**src/rtl/nibble_pkg.sv**
```systemverilog
// Shared types and constants for the nibble frame accumulator.
package nibble_pkg;

    // Width of one nibble-adder sum and the largest sum two nibbles can produce.
    localparam int Q_W   = 5;
    localparam int Q_MAX = 30;

    typedef enum logic {
        ST_ACCUM = 1'b0,
        ST_HOLD  = 1'b1
    } state_t;

endpackage : nibble_pkg

```
**src/rtl/nibble_sat_add.sv**
```systemverilog
// Unsigned saturating add of one nibble-adder sum into an ACC_W accumulator.
// The sample is zero-extended to ACC_W+1 bits, so a carry into bit ACC_W
// means the true sum no longer fits and the result is clamped to all-ones.
module nibble_sat_add
    import nibble_pkg::*;
#(
    parameter int ACC_W = 8
) (
    input  logic [ACC_W-1:0] acc,
    input  logic [Q_W-1:0]   q,
    output logic [ACC_W-1:0] sum,
    output logic             sat
);

    logic [ACC_W:0] ext_sum;

    // Widened add, then clamp on carry-out.
    always_comb begin
        ext_sum = {1'b0, acc} + {{(ACC_W + 1 - Q_W){1'b0}}, q};
        sat     = ext_sum[ACC_W];
        sum     = ext_sum[ACC_W] ? {ACC_W{1'b1}} : ext_sum[ACC_W-1:0];
    end

endmodule : nibble_sat_add

```
**src/rtl/nibble_frame_acc.sv**
```systemverilog
// Frame accumulator: sums COUNT nibble-adder samples with saturation and
// presents one held frame result over a valid/ready handshake.
//
//   state    | meaning
//   ---------+--------------------------------------------------------------
//   ST_ACCUM | accepting samples; in_ready=1, working acc/counter/flags live
//   ST_HOLD  | frame result held on out_*; out_valid=1, no samples taken
//
// in_ready and out_valid are decoded only from the state register, so there
// is no combinational path from in_valid or out_ready to either handshake
// output. The frame result lives in its own registers so it stays stable
// while held, independent of the working accumulator.
module nibble_frame_acc
    import nibble_pkg::*;
#(
    parameter int COUNT = 16,
    parameter int ACC_W = 8
) (
    input  logic             clk,
    input  logic             rst_n,
    input  logic             flush,
    input  logic             in_valid,
    output logic             in_ready,
    input  logic [Q_W-1:0]   in_q,
    input  logic             in_ctrl,
    output logic             out_valid,
    input  logic             out_ready,
    output logic [ACC_W-1:0] out_sum,
    output logic             out_ovf,
    output logic             out_mix,
    output logic             out_ctrl
);

    localparam int                CNT_W    = $clog2(COUNT + 1);
    localparam logic [CNT_W-1:0] CNT_LAST = CNT_W'(COUNT);

    state_t           state_q, state_d;
    logic [ACC_W-1:0] acc_q, acc_d;
    logic [CNT_W-1:0] cnt_q, cnt_d;
    logic             ovf_q, ovf_d;
    logic             mix_q, mix_d;
    logic             tag_q, tag_d;

    logic [ACC_W-1:0] res_sum_q, res_sum_d;
    logic             res_ovf_q, res_ovf_d;
    logic             res_mix_q, res_mix_d;
    logic             res_ctrl_q, res_ctrl_d;

    logic [ACC_W-1:0] add_sum;
    logic             add_sat;
    logic [CNT_W-1:0] cnt_inc;
    logic             take_in;
    logic             take_out;
    logic             first_smp;
    logic             smp_ovf;
    logic             smp_mix;
    logic             smp_tag;

    nibble_sat_add #(
        .ACC_W (ACC_W)
    ) u_sat_add (
        .acc (acc_q),
        .q   (in_q),
        .sum (add_sum),
        .sat (add_sat)
    );

    // Handshake outputs decoded straight from the state register.
    always_comb begin
        in_ready  = (state_q == ST_ACCUM);
        out_valid = (state_q == ST_HOLD);
    end

    // Per-sample view of the frame flags including the sample being accepted.
    always_comb begin
        cnt_inc   = cnt_q + CNT_W'(1);
        first_smp = (cnt_q == '0);
        smp_tag   = first_smp ? in_ctrl : tag_q;
        smp_mix   = mix_q | (!first_smp && (in_ctrl != tag_q));
        smp_ovf   = ovf_q | add_sat;
        take_in   = (state_q == ST_ACCUM) && in_valid;
        take_out  = (state_q == ST_HOLD) && out_ready;
    end

    // Next-state and datapath update; flush overrides any same-cycle transfer.
    always_comb begin
        state_d    = state_q;
        acc_d      = acc_q;
        cnt_d      = cnt_q;
        ovf_d      = ovf_q;
        mix_d      = mix_q;
        tag_d      = tag_q;
        res_sum_d  = res_sum_q;
        res_ovf_d  = res_ovf_q;
        res_mix_d  = res_mix_q;
        res_ctrl_d = res_ctrl_q;

        if (flush) begin
            state_d = ST_ACCUM;
            acc_d   = '0;
            cnt_d   = '0;
            ovf_d   = 1'b0;
            mix_d   = 1'b0;
            tag_d   = 1'b0;
        end else if (take_in) begin
            acc_d = add_sum;
            cnt_d = cnt_inc;
            ovf_d = smp_ovf;
            mix_d = smp_mix;
            tag_d = smp_tag;
            if (cnt_inc == CNT_LAST) begin
                res_sum_d  = add_sum;
                res_ovf_d  = smp_ovf;
                res_mix_d  = smp_mix;
                res_ctrl_d = smp_tag;
                state_d    = ST_HOLD;
            end
        end else if (take_out) begin
            state_d = ST_ACCUM;
            acc_d   = '0;
            cnt_d   = '0;
            ovf_d   = 1'b0;
            mix_d   = 1'b0;
            tag_d   = 1'b0;
        end
    end

    // State, working accumulator and held result registers.
    always_ff @(posedge clk or negedge rst_n) begin
        if (!rst_n) begin
            state_q    <= ST_ACCUM;
            acc_q      <= '0;
            cnt_q      <= '0;
            ovf_q      <= 1'b0;
            mix_q      <= 1'b0;
            tag_q      <= 1'b0;
            res_sum_q  <= '0;
            res_ovf_q  <= 1'b0;
            res_mix_q  <= 1'b0;
            res_ctrl_q <= 1'b0;
        end else begin
            state_q    <= state_d;
            acc_q      <= acc_d;
            cnt_q      <= cnt_d;
            ovf_q      <= ovf_d;
            mix_q      <= mix_d;
            tag_q      <= tag_d;
            res_sum_q  <= res_sum_d;
            res_ovf_q  <= res_ovf_d;
            res_mix_q  <= res_mix_d;
            res_ctrl_q <= res_ctrl_d;
        end
    end

    // Result port mapping.
    always_comb begin
        out_sum  = res_sum_q;
        out_ovf  = res_ovf_q;
        out_mix  = res_mix_q;
        out_ctrl = res_ctrl_q;
    end

endmodule : nibble_frame_acc

```
**config.mk**
```make
export PLATFORM = sky130hd
export DESIGN_NAME = nibble_frame_acc
export DESIGN_NICKNAME = d
export VERILOG_FILES = /design/src/rtl/nibble_pkg.sv /design/src/rtl/nibble_sat_add.sv /design/src/rtl/nibble_frame_acc.sv
export SDC_FILE = /design/constraint.sdc
export NUM_CORES = 1
export LEC_CHECK = 0
export ABC_AREA = 1
export CORE_MARGIN = 4
export CORE_UTILIZATION = 50
export DETAILED_ROUTE_END_ITERATION = 10
export PLACE_DENSITY = 0.8
export SLEW_MARGIN = 20
export SYNTH_ARGS = -nofsm -noshare
export SYNTH_HDL_FRONTEND = slang
export SYNTH_SLANG_ARGS = --single-unit
```
**constraint.sdc**
```tcl
create_clock -name clk -period 5.8 [get_ports clk]
set_clock_uncertainty 0.2 [all_clocks]
set_input_delay 1.16 -clock clk [delete_from_list [all_inputs] [get_ports clk]]
set_output_delay 1.16 -clock clk [all_outputs]
set_load 0.005 [all_outputs]
```
==> impl_results.md, run 1 <==
- Mapped Avg Cell Area: 8.035 sq um
- Die X: 63.55 um
- CTS Hold Buffers Added: 0
- Cell-internal power: 0.0002518 W
- Post-synth EDFFs: 0
- DRT iter0 DRCs: 32
- FF-to-FF End: out_sum[7]
- Ratio of cells with drive above 1 in the final layout: 8.716%
- Top_reg_cell synth: dfrtp_1
- Slew Viols, Final: 0
- Vias in the first global route: 1,271
- Final instance area: 0.001831 sq mm
- Cell row count: 19
- Clk pin slew, worst setup/hold paths: 0.14 ns
- Pre-CTS setup slack: 2.515 ns
- Cell Area, Placed: 0.001808 sq mm
- Final #Nets: 239
- Comb power frac: 18.2%
- Mux contribution to synthesized area: 0%
- R2R setup slack: 3.72 ns
- Leak Pwr: 0.9241 nW
- Synthesized area: 0.001543 sq mm
- Fillers: 249
- Core Area: 0.002853 sq mm
- Initial core utilization: 54.08%
- First-pass GRT wire length: 5.664 mm
- Root Buffer: clkbuf_4
- Antenna violations before repair: 0
- Peak Freq: 341.2 MHz
- Switch share: 28.43%
- N_diodes: 0
- Main combinational cell family by area after synthesis: simple AND/OR/NAND/NOR gates
- Seq pwr share: 59.1%
- TritonCTS buffer count: 3
- Synth Area in Adders: 6.975%
- Mapped Nets: 211
- Post-synth top area share: 45.42%
- Period minus WS final: 2.931 ns
- CP max FO: 5
- Hpwl dp: 2.357 mm
- Port Buffers: 23
- Max-cap violations: 0
- Power per cell area: 192.2 mW/mm^2
- R2r startpoint: acc_q[0]
- Relative slew slack: 76.07%
- Hold wc startpoint: out_sum[1]
- Synth area leader: dfrtp_1
- Peak supply drop: 140.5 uV
- Sequential fraction of the synthesis area: 45.42%
- Unique masters post-synth: 26
- Outcome: finished, final reports clean
- Synth Register Bits: 28
- Routed WL per cell: 12.56 um
- Vias: 1,309
- Largest net degree at the start of global routing: 29
- Total Wirelength: 3.127 mm
- CTS sink cnt: 28
- Htree depth: 1
- CP Class: in -> reg
- Post-synthesis xor/xnor area fraction: 0.5677%
- 1st-pass router iterations: 4
- Worst min path class: reg -> reg
- Area growth syn-to-layout: 18.65%
- RSZ-0062 raised after global routing: false
- Setup crit end kind: register
- Ys async rst share: 100.0%
- I/O Pins: 24
- NetSw: 0.0001000 W
- Clock power share: 22.8%
- Hold worst-path end: out_sum[1]
- Synth cell count leaders: 70 x nand2_1, 28 x dfrtp_1, 18 x inv_1
- Post-route ant nets: 0
- Most area-consuming cells after synthesis: dfrtp_1 45%, nand2_1 17%, ha_1 5.7%
- Endpoints failing setup: 0
- Synth Area in Simple Gates: 31.39%
- Critical path arrival: 2.96 ns
- Worst Reg-to-Reg Cells: 10
- Worst skew pair latency: 0.32 ns
- Required time of the critical path: 5.83 ns
- Postcts setup bufs: 0
- Most common cell in the netlist: nand2_1
- CTS tree: yes
- RePlAce Congestion: 0.8519
- Final setup TNS: 0 ns
- Worst Setup Slack, final: 2.869 ns
- Cts repair resizes: 0
- Number of remaining DRC errors: 0
- Die Area: 0.004038 sq mm
- Least-Margin Pin Slew: 0.3589 ns
- Startpoint Class: input pin
- Hold path depth: 2
- Clock Path Buffers: 2
- Final Cycle Share: 50.53%
- Total Power: 0.0003518 W
- Die height: 63.55 um
- Cell count after synthesis: 192
- Vias per cell: 5.257
- Post-synthesis compound-gate area fraction: 9.732%
- GRT Overall Usage: 17.44%
- Gr ovfl total: 0
- Final Hold Fails: 0
- Ys Warns: 0
cells by family after synthesis:
family                   count (synthesis)
AND/OR/NAND/NOR                        107
flip-flops                              28
buffers and inverters                   22
XOR/XNOR                                 1
adder cells (fa/ha/maj)                  8
AO/OA/AOI/OAI                           26
how the worst max path moves through the flow:
stage,endpoint,cells after the start,slack [ns],startpoint
CTS,out_sum[7],11,2.87,in_q[0]
global route,acc_q[7],11,2.69,in_q[0]
global placement,out_sum[5],11,2.57,in_q[0]
finish,out_sum[7],11,2.87,in_q[0]
detailed placement,out_sum[7],11,2.51,in_q[0]
floorplan,out_sum[5],10,3.12,in_q[0]
registers in the layout (all words and copies together), names as in the netlist:
name / cells
tag_q: 1
out_ovf: 1
acc_q: 8
out_valid: 1
out_sum: 8
out_mix: 1
out_ctrl: 1
mix_q: 1
cnt_q: 5
ovf_q: 1
power by group through the flow:
stage / clock (W) / sequential, W / combinational [W]
2_1_floorplan: 0 / 0.000210 / 0.0000419
3_3_place_gp: 0 / 0.000211 / 0.0000624
3_5_place_dp: 0 / 0.000211 / 0.0000640
4_1_cts: 0.0000831 / 0.000208 / 0.0000643
5_1_grt: 0.0000908 / 0.000209 / 0.0000729
6_report: 0.0000800 / 0.000208 / 0.0000639
per-layer routing:
| metal | GRT usage, % | wire (um) | vias up |
|---|---|---|---|
| li1 | - | - | 674 |
| met3 | 4.618 | 165 | 4 |
| met4 | 4.852 | 38 | 0 |
| met5 | 0 | 0 | - |
| met1 | 23.13 | 1479 | 593 |
| met2 | 28.03 | 1443 | 38 |
critical path, stage by stage:
cell and delay [ns]:
clkdlybuf4s50_1 0.41, ha_1 0.22, fa_1 0.37, nand2_1 0.10, nand2_1 0.10, nand3_1 0.10
nand2_1 0.12, inv_1 0.14, nand3_1 0.11, nand2_1 0.07, nand2_1 0.06
area by class of cell:
type	count	area, sq um	share of cell area (%)
repair buffers	24	237.7	12.99
clock buffers	3	22.52	1.230
multi-input cells	142	750.7	41.01
flip-flops and latches	28	700.7	38.28
inverters	21	80.08	4.375
well taps	31	38.79	2.119
cell usage in the layout (no fill, tap or decap), types with 2 or more instances in the layout:
cell / instances
a21oi_1: 6
clkbuf_4: 3
nand3_1: 10
or2_2: 2
dfrtp_1: 28
nand2_2: 4
o22ai_1: 2
inv_1: 18
ha_1: 7
o21ai_2: 4
clkdlybuf4s50_1: 23
nand3b_1: 3
o21ai_0: 12
nand4_1: 4
nor2_1: 10
nand2_1: 70
through the flow:
step                      util (%)  hold slack [ns]  instances
after floorplan                  -           0.2529        192
after global placement       63.38           0.2661        246
after detailed placement     63.38           0.2652        246
after CTS                    64.17           0.3058        249
after global routing         64.17           0.3338        249
final                        64.17           0.3004        249
(Power assumes the default switching activity.)
==> run 2: changes to the inputs <==
Clock period 5.8 ns to 2.91 ns, I/O delays scaled along.
==> impl_results.md, run 2 (synthesized netlist as in run 1, its figures left out) <==
- Die X: 63.55 um (unchanged)
- Final Cycle Share: 83.82%
- Power per cell area: 399.2 mW/mm^2 (was 192.2 mW/mm^2)
- 1st-pass router iterations: 4 (unchanged)
- RSZ-0062 raised after global routing: false (unchanged)
- Hold path depth: 2 (unchanged)
- Hpwl dp: 2.350 mm (was 2.357 mm)
- CTS Hold Buffers Added: 0 (unchanged)
- Worst min path class: reg -> reg (unchanged)
- GRT Overall Usage: 17.48% (was 17.44%)
- CP Class: in -> reg (unchanged)
- Hold worst-path end: out_sum[1] (unchanged)
- Required time of the critical path: 2.95 ns (was 5.83 ns)
- Cell row count: 19 (unchanged)
- Final setup TNS: 0 ns (unchanged)
- Number of remaining DRC errors: 0 (unchanged)
- Leak Pwr: 0.9313 nW (was 0.9241 nW)
- Root Buffer: clkbuf_4 (unchanged)
- Ratio of cells with drive above 1 in the final layout: 9.132% (was 8.716%)
- Post-route ant nets: 0 (unchanged)
- Vias per cell: 5.320 (was 5.257)
- Peak Freq: 410.0 MHz
- Routed WL per cell: 13.13 um (was 12.56 um)
- Worst Reg-to-Reg Cells: 10 (unchanged)
- Initial core utilization: 54.08% (unchanged)
- Postcts setup bufs: 0 (unchanged)
- Die Area: 0.004038 sq mm (unchanged)
- RePlAce Congestion: 0.8516 (was 0.8519)
- CP max FO: 5 (unchanged)
- Clk pin slew, worst setup/hold paths: 0.15 ns (was 0.14 ns)
- Startpoint Class: input pin (unchanged)
- Vias in the first global route: 1,272 (was 1,271)
- Final instance area: 0.001844 sq mm (was 0.001831 sq mm)
- Port Buffers: 23 (unchanged)
- Peak supply drop: 352.1 uV (was 140.5 uV)
- Endpoints failing setup: 0 (unchanged)
- Slew Viols, Final: 0 (unchanged)
- Gr ovfl total: 0 (unchanged)
- Least-Margin Pin Slew: 0.3537 ns (was 0.3589 ns)
- Period minus WS final: 2.439 ns
- Final Hold Fails: 0 (unchanged)
- Largest net degree at the start of global routing: 29 (unchanged)
- Critical path arrival: 2.48 ns (was 2.96 ns)
- Hold wc startpoint: out_sum[1] (unchanged)
- TritonCTS buffer count: 3 (unchanged)
- Final #Nets: 239 (unchanged)
- R2R setup slack: 0.74 ns (was 3.72 ns)
- Max-cap violations: 0 (unchanged)
- Worst skew pair latency: 0.33 ns (was 0.32 ns)
- Vias: 1,330 (was 1,309)
- Die height: 63.55 um (unchanged)
- Antenna violations before repair: 0 (unchanged)
- Relative slew slack: 76.42% (was 76.07%)
- CTS sink cnt: 28 (unchanged)
- Clock Path Buffers: 2 (unchanged)
- FF-to-FF End: acc_q[7] (was out_sum[7])
- Setup crit end kind: register (unchanged)
- R2r startpoint: acc_q[0] (unchanged)
- Outcome: finished, final reports clean (unchanged)
- Placed cells: 246 (unchanged)
- Cts repair resizes: 0 (unchanged)
- Most common cell after layout, fill and taps aside: nand2_1 (unchanged)
- Htree depth: 1 (unchanged)
- Cell Count, Final, Fillers Out: 250 (was 249)
- Total Wirelength: 3.283 mm (was 3.127 mm)
- Final core occ: 64.65% (was 64.17%)
- Cell Area, Placed: 0.001808 sq mm (unchanged)
- DRT iter0 DRCs: 45 (was 32)
- I/O Pins: 24 (unchanged)
- Area growth syn-to-layout: 19.55% (was 18.65%)
- N_diodes: 0 (unchanged)
- Most frequent cells in the layout: 70 x nand2_1, 28 x dfrtp_1, 23 x clkdlybuf4s50_1, 18 x inv_1, 12 x o21ai_0 (unchanged)
- CTS tree: yes (unchanged)
- Core Area: 0.002853 sq mm (unchanged)
- First-pass GRT wire length: 5.713 mm (was 5.664 mm)
==> run 2: final cells by class <==
| class | count | area [sq um] |
|---|---|---|
| clock buffer | 4 | 36.28 |
| fill | 257 | 1008 |
| inverter | 21 | 80.08 |
| multi-input combinational | 142 | 750.7 |
| sequential | 28 | 700.7 |
| tap | 31 | 38.79 |
| timing repair buffer | 24 | 237.7 |
==> run 2: critical path, cell delays in order <==
cell,delay [ns]
clkdlybuf4s50_1,0.41
ha_1,0.22
fa_1,0.39
nand2_1,0.11
nand2_1,0.11
nand3_1,0.11
nand2_1,0.14
inv_1,0.16
nand3_1,0.11
nand2_1,0.07
nand2_1,0.06
==> run 2: per-layer routing <==
metal | vias to the layer above | GRT usage, % | share of wire (%)
li1 | 673 | - | -
met5 | - | 0 | 0
met3 | 4 | 5.151 | 5.6
met2 | 37 | 29.34 | 48
met4 | 0 | 3.504 | 0.85
met1 | 616 | 22.36 | 45
==> run 2: worst max path at each step <==
stage	start	endpoint	cells after the start
3_3_place_gp	in_q[0]	out_sum[5]	11
5_1_grt	in_q[0]	out_sum[7]	11
3_5_place_dp	in_q[0]	acc_q[7]	11
4_1_cts	in_q[0]	acc_q[7]	11
2_1_floorplan	in_q[0]	out_sum[5]	10
6_report	in_q[0]	acc_q[7]	11
==> run 2: where the power goes <==
part / switching [W] / internal [W]
clock: 0.000115 / 0.0000766
sequential: 0.0000127 / 0.000402
combinational: 0.0000781 / 0.0000515
total: 0.000206 / 0.000530
==> run 2: metrics by stage <==
stage | worst slack [ns] | hold WS (ns) | total power (W)
finish | 0.4709 | 0.3000 | 0.0007362
global route | 0.3717 | 0.3273 | 0.0007766
CTS | 0.4838 | 0.3029 | 0.0007421
detailed placement | 0.1995 | 0.2652 | 0.0005494
global placement | 0.2567 | 0.2660 | 0.0005444
floorplan | 0.8051 | 0.08641 | 0.0005017
==> run 3: changes to the inputs <==
Settings changed: CORE_UTILIZATION 50 to 48.
Clock period 2.91 ns to 2.1 ns, I/O delays scaled along.
==> impl_results.md, run 3 (synthesized netlist as in run 1, its figures left out) <==
- Outcome: finished, final reports clean (unchanged)
- TritonCTS buffer count: 3 (unchanged)
- Hpwl dp: 2.406 mm (was 2.350 mm)
- Gr ovfl total: 0 (unchanged)
- Worst min path class: in -> async (was reg -> reg)
- Critical path, cell by cell: clkdlybuf4s50_1 > ha_2 > fa_2 > nand2_2 > nand2_2 > buf_4 > nand3b_1 > nand2_1 > nand2_1 > nand2_1 > o21ai_1 (was clkdlybuf4s50_1 > ha_1 > fa_1 > nand2_1 > nand2_1 > nand3_1 > nand2_1 > inv_1 > nand3_1 > nand2_1 > nand2_1)
- Root Buffer: clkbuf_4 (unchanged)
- Die height: 64.69 um (was 63.55 um)
- Most common cell after layout, fill and taps aside: nand2_1 (unchanged)
- Worst Setup Slack, final: 0.07905 ns (was 0.4709 ns)
- Required time of the critical path: 2.15 ns (was 2.95 ns)
- Post-route ant nets: 0 (unchanged)
- Crit-path most repeated cell: nand2_1 (unchanged)
- Endpoints failing setup: 0 (unchanged)
- I/O Pins: 24 (unchanged)
- Antenna violations before repair: 0 (unchanged)
- Initial core utilization: 50.53% (was 54.08%)
- Critical path arrival: 2.07 ns (was 2.48 ns)
- CP Class: in -> reg (unchanged)
- Final #Nets: 248 (was 239)
- Ratio of cells with drive above 1 in the final layout: 17.18% (was 9.132%)
- Vias per cell: 5.037 (was 5.320)
- First-pass GRT wire length: 5.533 mm (was 5.713 mm)
- CTS tree: yes (unchanged)
- Vias: 1,365 (was 1,330)
- Final hold slack: 0.2540 ns (was 0.3000 ns)
- Leak Pwr: 0.9787 nW (was 0.9313 nW)
- NetSw: 0.0002764 W (was 0.0002059 W)
- GRT Overall Usage: 16.59% (was 17.48%)
- Register Area: 700.7 sq um (unchanged)
- Max-cap violations: 0 (unchanged)
- Comb power frac: 21.4% (was 17.6%)
- Largest net degree at the start of global routing: 29 (unchanged)
- Final Hold Fails: 0 (unchanged)
- Slew Viols, Final: 0 (unchanged)
- Cell row count: 20 (was 19)
- Postcts setup bufs: 0 (unchanged)
- Die Area: 0.004185 sq mm (was 0.004038 sq mm)
- DRT iter0 DRCs: 48 (was 45)
- CTS Hold Buffers Added: 0 (unchanged)
- Largest delay share family, worst path: buffers and inverters (was simple AND/OR/NAND/NOR gates)
- Final setup TNS: 0 ns (unchanged)
- Peak Freq: 494.8 MHz
- Final Cycle Share: 96.24%
- Vias in the first global route: 1,297 (was 1,272)
- Largest stage delay on the critical path: 0.42 ns (was 0.41 ns)
- Area growth syn-to-layout: 27.41% (was 19.55%)
- Clk pin slew, worst setup/hold paths: 0.14 ns (was 0.15 ns)
- Core Area: 0.003053 sq mm (was 0.002853 sq mm)
- Pre-CTS setup slack: -0.4896 ns (was 0.1995 ns)
- N_diodes: 0 (unchanged)
- Relative slew slack: 76.53% (was 76.42%)
- Switch share: 27.77% (was 27.97%)
- Peak supply drop: 425.8 uV (was 352.1 uV)
- Setup crit end kind: register (unchanged)
- Routed WL per cell: 11.94 um (was 13.13 um)
- CTS sink cnt: 28 (unchanged)
- Number of remaining DRC errors: 0 (unchanged)
- Cell Count, Final, Fillers Out: 271 (was 250)
- CP bufs+invs: 2 (unchanged)
- Clock power share: 21.0% (was 26.1%)
- Multi-input gate area: 787.0 sq um (was 750.7 sq um)
- Placed cells: 268 (was 246)
- Die X: 64.69 um (was 63.55 um)
- Fillers: 266 (was 257)
- RePlAce Congestion: 0.8278 (was 0.8516)
- Startpoint Class: input pin (unchanged)
- CP max FO: 4 (was 5)
- Total Wirelength: 3.235 mm (was 3.283 mm)
- CP max-delay cell: clkdlybuf4s50_1 (unchanged)
- Least-Margin Pin Slew: 0.3521 ns (was 0.3537 ns)
- Worst skew pair latency: 0.31 ns (was 0.33 ns)
- Clock Path Buffers: 2 (unchanged)
- Power per cell area: 506.3 mW/mm^2 (was 399.2 mW/mm^2)
- Htree depth: 1 (unchanged)
- Period minus WS final: 2.021 ns
- Port Buffers: 23 (unchanged)
- 1st-pass router iterations: 4 (unchanged)
- Seq pwr share: 57.7% (was 56.3%)
- Most frequent cells in the layout: 67 x nand2_1, 28 x dfrtp_1, 23 x clkdlybuf4s50_1, 17 x inv_1, 10 x o21ai_0 (was 70 x nand2_1, 28 x dfrtp_1, 23 x clkdlybuf4s50_1, 18 x inv_1, 12 x o21ai_0)
- Cell-internal power: 0.0007188 W (was 0.0005303 W)
## run 3: layout make-up
| class | instances | share of cell area, % |
|---|---|---|
| Clock buffer | 3 | 1.146 |
| Inverter | 21 | 4.201 |
| Multi-Input combinational cell | 142 | 40.04 |
| Sequential cell | 28 | 35.65 |
| Tap cell | 44 | 2.801 |
| Timing Repair Buffer | 33 | 16.17 |
## run 3: final timing paths
kind,start,end,slack [ns],depth (start not counted)
worst max-delay path,in_q[0],acc_q[6],0.08,11
worst min-delay path,rst_n,out_ctrl,0.25,2
worst max register to register,acc_q[0],acc_q[6],0.21,10
worst min register to register,out_sum[0],out_sum[0],0.30,2
max in group asynchronous,rst_n,acc_q[2],1.18,2
min in group clk,out_sum[0],out_sum[0],0.30,2
## run 3: through the flow
step	area [sq um]	utilization, %	power, W
2_1_floorplan	1543	-	0.0006952
3_3_place_gp	1904	62.38	0.0007808
3_5_place_dp	1904	62.38	0.0007840
4_1_cts	1934	63.36	0.0009977
5_1_grt	1966	64.39	0.001061
6_report	1966	64.39	0.0009953
## run 3: power by group through the flow
stage          combinational, W  sequential, W  clock (W)
3_3_place_gp           0.000197       0.000584          0
6_report               0.000213       0.000574   0.000209
2_1_floorplan          0.000116       0.000579          0
5_1_grt                0.000240       0.000577   0.000244
4_1_cts                0.000203       0.000573   0.000221
3_5_place_dp           0.000201       0.000583          0
## run 3: layer usage
metal | track usage [%] | vias to the layer above | wire length [um]
li1 | - | 691 | -
met1 | 22.28 | 628 | 1539
met2 | 27.06 | 36 | 1464
met3 | 1.906 | 10 | 144
met4 | 7.124 | 0 | 87
met5 | 0 | - | 0
## run 3: repair_timing
item,CTS,global route
setup endpoints to repair,17,17
resized for setup,5,10
pin swaps,1,1
